**src/rtl/ir_sense_pkg.sv**
```systemverilog
// Shared constants for the IR reflectance sensing sequencer: FSM encoding and channel map.
package ir_sense_pkg;

    localparam int unsigned NUM_IR_CHNL = 8;

    typedef logic [2:0] state_t;

    localparam state_t IDLE   = 3'd0;
    localparam state_t SETTLE = 3'd1;
    localparam state_t CONV   = 3'd2;
    localparam state_t WAIT   = 3'd3;
    localparam state_t DONE   = 3'd4;

    // Channel order interleaves right and left, inside out.
    localparam logic [2:0] CH_R0 = 3'd0;
    localparam logic [2:0] CH_L0 = 3'd1;
    localparam logic [2:0] CH_R1 = 3'd2;
    localparam logic [2:0] CH_L1 = 3'd3;
    localparam logic [2:0] CH_R2 = 3'd4;
    localparam logic [2:0] CH_L2 = 3'd5;
    localparam logic [2:0] CH_R3 = 3'd6;
    localparam logic [2:0] CH_L3 = 3'd7;

endpackage

```
**src/rtl/ir_sense_timer.sv**
```systemverilog
// Free-running sweep period counter and emitter settle counter for ir_sense_seq.
module ir_sense_timer #(
    parameter int unsigned PERIOD_W   = 18,
    parameter int unsigned SETTLE_CYC = 4096
) (
    input  logic clk,
    input  logic rst_n,
    input  logic settle_clr,
    output logic tick,
    output logic settle_done
);

    logic [PERIOD_W-1:0] period_q;
    logic [15:0]         settle_q;

    always_ff @(posedge clk) begin
        if (!rst_n) begin
            period_q <= '0;
            settle_q <= '0;
        end else begin
            period_q <= period_q + 1'b1;
            settle_q <= settle_clr ? 16'd0 : settle_q + 16'd1;
        end
    end

    // Settle count is only meaningful while the sequencer sits in SETTLE.
    assign tick        = &period_q;
    assign settle_done = (settle_q == 16'(SETTLE_CYC - 1));

endmodule

```
**src/rtl/ir_sense_seq.sv**
```systemverilog
// IR sense sequencer: lights the emitters, lets them settle, then converts eight channels.
module ir_sense_seq
    import ir_sense_pkg::*;
#(
    parameter int unsigned PERIOD_W   = 18,
    parameter int unsigned SETTLE_CYC = 4096
) (
    input  logic        clk,
    input  logic        rst_n,
    output logic        strt_cnv,
    output logic [2:0]  chnnl,
    input  logic        cnv_cmplt,
    input  logic [11:0] res,
    output logic        IR_en,
    output logic [11:0] IR_R0,
    output logic [11:0] IR_R1,
    output logic [11:0] IR_R2,
    output logic [11:0] IR_R3,
    output logic [11:0] IR_L0,
    output logic [11:0] IR_L1,
    output logic [11:0] IR_L2,
    output logic [11:0] IR_L3,
    output logic        IR_vld
);

    state_t      state_q, state_d;
    logic [2:0]  idx_q, idx_d;
    logic [11:0] ir_q [NUM_IR_CHNL];
    logic        tick, settle_done, settle_clr;

    ir_sense_timer #(
        .PERIOD_W   (PERIOD_W),
        .SETTLE_CYC (SETTLE_CYC)
    ) u_timer (
        .clk         (clk),
        .rst_n       (rst_n),
        .settle_clr  (settle_clr),
        .tick        (tick),
        .settle_done (settle_done)
    );

    always_comb begin
        state_d    = state_q;
        idx_d      = idx_q;
        settle_clr = 1'b0;
        case (state_q)
            IDLE: begin
                if (tick) begin
                    state_d    = SETTLE;
                    settle_clr = 1'b1;
                end
            end
            SETTLE: if (settle_done) state_d = CONV;
            CONV:   state_d = WAIT;
            WAIT: begin
                if (cnv_cmplt) begin
                    if (idx_q == CH_L3) begin
                        state_d = DONE;
                    end else begin
                        idx_d   = idx_q + 3'd1;
                        state_d = CONV;
                    end
                end
            end
            DONE: begin
                state_d = IDLE;
                idx_d   = '0;
            end
            default: state_d = IDLE;
        endcase
    end

    always_ff @(posedge clk) begin
        if (!rst_n) begin
            state_q <= IDLE;
            idx_q   <= '0;
            for (int i = 0; i < NUM_IR_CHNL; i++) ir_q[i] <= '0;
        end else begin
            state_q <= state_d;
            idx_q   <= idx_d;
            if (state_q == WAIT && cnv_cmplt) ir_q[idx_q] <= res;
        end
    end

    assign strt_cnv = (state_q == CONV);
    assign chnnl    = idx_q;
    assign IR_en    = (state_q == SETTLE) || (state_q == CONV) || (state_q == WAIT);
    assign IR_vld   = (state_q == DONE);

    assign IR_R0 = ir_q[CH_R0];
    assign IR_L0 = ir_q[CH_L0];
    assign IR_R1 = ir_q[CH_R1];
    assign IR_L1 = ir_q[CH_L1];
    assign IR_R2 = ir_q[CH_R2];
    assign IR_L2 = ir_q[CH_L2];
    assign IR_R3 = ir_q[CH_R3];
    assign IR_L3 = ir_q[CH_L3];

endmodule

```
**config.mk**
```make
export PLATFORM = sky130hd
export DESIGN_NAME = ir_sense_seq
export DESIGN_NICKNAME = d
export VERILOG_FILES = /design/src/rtl/ir_sense_pkg.sv /design/src/rtl/ir_sense_timer.sv /design/src/rtl/ir_sense_seq.sv
export SDC_FILE = /design/constraint.sdc
export NUM_CORES = 1
export LEC_CHECK = 0
export ABC_AREA = 1
export BUFFER_PORTS_ARGS = -buffer_cell sky130_fd_sc_hd__clkbuf_2
export CAP_MARGIN = 10
export CORE_MARGIN = 8
export CORE_UTILIZATION = 40
export CTS_BUF_LIST = sky130_fd_sc_hd__clkbuf_4 sky130_fd_sc_hd__clkbuf_8
export DETAILED_ROUTE_END_ITERATION = 6
export HOLD_SLACK_MARGIN = 0.05
export MAX_ROUTING_LAYER = met4
export SLEW_MARGIN = 15
export SYNTH_ARGS = -nofsm -noshare
export SYNTH_HDL_FRONTEND = slang
export SYNTH_HIERARCHICAL = 1
export SYNTH_SLANG_ARGS = --single-unit
```
**constraint.sdc**
```tcl
create_clock -name clk -period 2.25 [get_ports clk]
set_input_delay 0.1125 -clock clk [delete_from_list [all_inputs] [get_ports clk]]
set_output_delay 0.1125 -clock clk [all_outputs]
set_load 0.005 [all_outputs]
```
==> out/qor_table.md <==
| Result | Value | Unit |
| --- | --- | --- |
| Outcome | complete, no violations | - |
| Number of max-slew violations in the final report | 0 | - |
| Final ANT Viol Nets | 0 | - |
| Worst hold start | res[9] | - |
| Static leakage power | 2.70 | nW |
| Max IR drop VDD | 0.000274 | V |
| Antenna diodes | 0 | - |
| Starting Density | 40.5 | % |
| First-pass iteration count of the detailed router | 5 | - |
| Final Skew | 0.00871 | ns |
| Most frequent cells in the layout | 148 x nor2_1, 116 x clkbuf_2, 96 x edfxtp_1 | - |
| Final TNS setup | 0 | ns |
| Reg2reg path depth | 12 | - |
| Cell type with the highest occurrence count on the critical path | nor2_4 | - |
| Transition at the pin with the smallest max-transition slack | 0.539 | ns |
| Number of warnings printed during yosys synthesis | 6 | - |
| WP buf/inv | 3 | - |
| Min-delay worst type | in2reg | - |
| Max stage delay cell, worst path | dfxtp_1 | - |
| WHS Endpoint | ir_q[7][9] | - |
| DP Wirelength | 9410 | um |
| Final design instance area without fill | 6650 | um2 |
| Remaining routing DRC violations | 0 | - |
| Top fanout value on the critical path | 9 | - |
| Maximum number of pins on one net before global-route repair | 26 | - |
| Clk_lat worst skew | 0.44 | ns |
| Share of the core filled with cells | 48.7 | % |
| Maximum clock path buffer count | 2 | - |
| Cell type group with the largest total delay on the critical path | simple AND/OR/NAND/NOR gates | - |
| Unique cell type count in the Yosys netlist | 27 | - |
| Arr. time, crit path | 2.40 | ns |
| CTS Sinks | 136 | - |
| Net Switching | 1.16 | mW |
| Sequential fraction of the synthesis area | 66.6 | % |
| Clock transition at path regs | 0.08 | ns |
| PwrDens | 716 | nW/um2 |
| Total of hold buffers inserted after clock tree synthesis | 0 | - |
| Ordered list of cells on the worst path | ha_1 -> nand2_2 -> nor2_4 -> nand3_1 -> nor3b_1 -> inv_1 -> nor4_2 -> buf_4 -> nor2_4 -> inv_2 -> a21oi_1 -> o21a_1 | - |
| Kind of critical path | reg2reg | - |
| Total global-route track usage | 14.9 | % |
| Post-synthesis sequential element count | 136 | - |
| Die outline width | 134 | um |
| Startpoint type of the worst setup path | flop | - |
| Max frequency | 482 | MHz |
| Die height | 134 | um |
| Sum of overflow across all layers after global routing | 0 | - |
| Largest cells by area after synthesis | edfxtp_1 52%, dfxtp_1 14%, nor2_1 10% | - |
| Depth of the CTS H-tree | 4 | - |
| Worst reg2reg startpoint | u_timer/period_q[0] | - |
| Sw Share | 24.3 | % |
| Cell accounting for the most synthesized area | edfxtp_1 | - |
| Number of fillers in the final layout | 1268 | - |
| Share of Yosys cell area claimed by the top area cell type | 52.1 | % |
| Cell internal power dissipation | 3.60 | mW |
| Mapped cell area | 5530 | um2 |
| Data required time at the worst endpoint | 2.58 | ns |
| Count of input and output buffers | 116 | - |
| Final period utilization | 92.2 | % |
| Overall power consumption | 4.76 | mW |
| Number of nets in the final layout | 678 | - |
| Wire length of the first global-routing pass | 20000 | um |
| Instance count along the most critical hold path | 3 | - |
| Fraction of final layout cells with drive strength greater than 1 | 28.3 | % |
| Top-Level Pins | 117 | - |
| Clock share of power | 36.1 | % |
| Std-Cell Core Area | 13700 | um2 |
| Clock tree from TritonCTS | built | - |
| Sequential Power Share | 58.9 | % |
| CTS Root Cell | clkbuf_8 | - |
| Share of total power in combinational logic | 5.0 | % |
| Mean Syn Cell Area | 10.5 | um2 |
| Via count | 4021 | - |
| RD Place Congestion | 0.838 | - |
| Number of cells after detailed placement | 820 | - |
| Total nets after synthesis | 544 | - |
| Die Outline Area | 17800 | um2 |
| Cts bufs inserted | 17 | - |
| Number of standard cells in the layout, taps in and fillers out | 852 | - |
| Delay of the slowest critical-path stage | 0.38 | ns |
| Post-Synthesis Cells | 525 | - |
| Final setup vio count | 0 | - |
| Routed via count divided by cell count | 4.72 | - |
| Setup repair after global routing missed its margin | no | - |
| Number of endpoints with negative hold slack in the final report | 0 | - |
| Flop-to-flop setup slack | 0.18 | ns |
| Count of max-cap constraint violations | 0 | - |
| Number of antenna violations at the first check in global routing | 0 | - |
| Leading cell type in the layout, fill and taps excluded | nor2_1 | - |
| Vias in the first global route | 3734 | - |
| Remaining max-slew budget at the tightest pin | 64.0 | % |
| Routed WL per cell | 15.2 | um |
| Min Clock Period, post-route | 2.07 | ns |
| Area growth from synthesis to layout | 20.3 | % |
| 1st-iter DRT viols | 323 | - |
| Aggregate routed wire length | 13000 | um |
| Critical path endpoint category | flop | - |
| Reg-to-reg endpoint | u_timer/settle_q[4] | - |
| Instance area after placement | 6300 | um2 |
| Placement row count | 43 | - |
## worst register-to-register path: cells and delay by family (launching register included)
family	cells	cell delay, ns
AOI/OAI and AO/OA	2	0.19
DFF	1	0.38
buffers and inverters	3	0.38
and+or+nand+nor	6	0.83
adders and majority gates	1	0.20
## cell families after synthesis
group / share of synthesized area [%]
XOR/XNOR: 0.951
flip-flops: 66.6
adder cells (fa/ha/maj): 0.905
AO/OA/AOI/OAI: 3.10
AND/OR/NAND/NOR: 23.1
buffers and inverters: 5.30
## state kept, by name, indices dropped and copies added, names as in the netlist
name              flops
state_q               3
u_timer/settle_q     16
chnnl                 3
ir_q                 96
u_timer/period_q     18
## stage by stage
step           setup slack [ns]  hold WS [ns]
2_1_floorplan             0.287         0.231
3_3_place_gp              0.179         0.440
3_5_place_dp              0.144         0.449
4_1_cts                   0.115         0.119
5_1_grt                  0.0250         0.139
6_report                  0.176         0.162
## metal layers
metal	track usage (%)	vias to the layer above	routed length [um]	part of all wire (%)
met3	5.12	14	1150	8.9
met2	21.6	157	5720	44
met5	-	-	0	0
met4	6.36	0	139	1.1
met1	18.5	1853	5960	46
li1	-	1997	-	-
## what timing repair did
action	CTS	global route
setup endpoints to repair	0	4
setup buffers	0	0
endpoints found under the hold margin	0	0
gates resized for setup	0	1
## cell usage after synthesis
library cell	n
nor2_4	10
dfxtp_1	40
ha_1	4
buf_6	8
inv_2	2
nand2_2	14
nand2_4	1
o21a_1	2
a21oi_1	19
inv_1	50
nor4_1	1
nand2_1	63
nor2_1	148
nand4_1	8
nor3b_1	1
xnor2_1	3
o21ai_0	10
o21ai_1	1
nand3b_1	2
edfxtp_1	96
nor3_1	6
xor2_1	3
nand3_2	2
a31oi_1	1
nand3_1	23
nor2_2	5
clkbuf_1	2
## how the worst max path moves through the flow
stage                                   start                  end  slack [ns]  depth (start not counted)
after global placement    u_timer/period_q[0]  u_timer/settle_q[4]        0.18                         12
after global routing      u_timer/period_q[0]  u_timer/settle_q[4]        0.02                         12
final                     u_timer/period_q[0]  u_timer/settle_q[4]        0.18                         12
after floorplan           u_timer/period_q[0]  u_timer/settle_q[4]        0.29                         11
after CTS                 u_timer/period_q[0]  u_timer/settle_q[4]        0.11                         12
after detailed placement  u_timer/period_q[0]  u_timer/settle_q[4]        0.14                         12
## cell type report
cell class	count	area, um2	area share, %
Tap cell	180	225	3.39
Clock inverter	15	104	1.56
Sequential cell	136	3680	55.4
Clock buffer	17	234	3.52
Inverter	52	195	2.94
Multi-Input combinational cell	327	1560	23.4
Timing Repair Buffer	125	648	9.75
## power groups by stage
stage / combinational (mW) / sequential (mW) / clock, mW
global placement: 0.241 / 2.86 / 0
global route: 0.264 / 2.81 / 1.86
CTS: 0.245 / 2.81 / 1.76
finish: 0.239 / 2.81 / 1.72
floorplan: 0.0751 / 2.86 / 0
detailed placement: 0.244 / 2.86 / 0
Note: power is estimated with default switching activity, not from simulation.
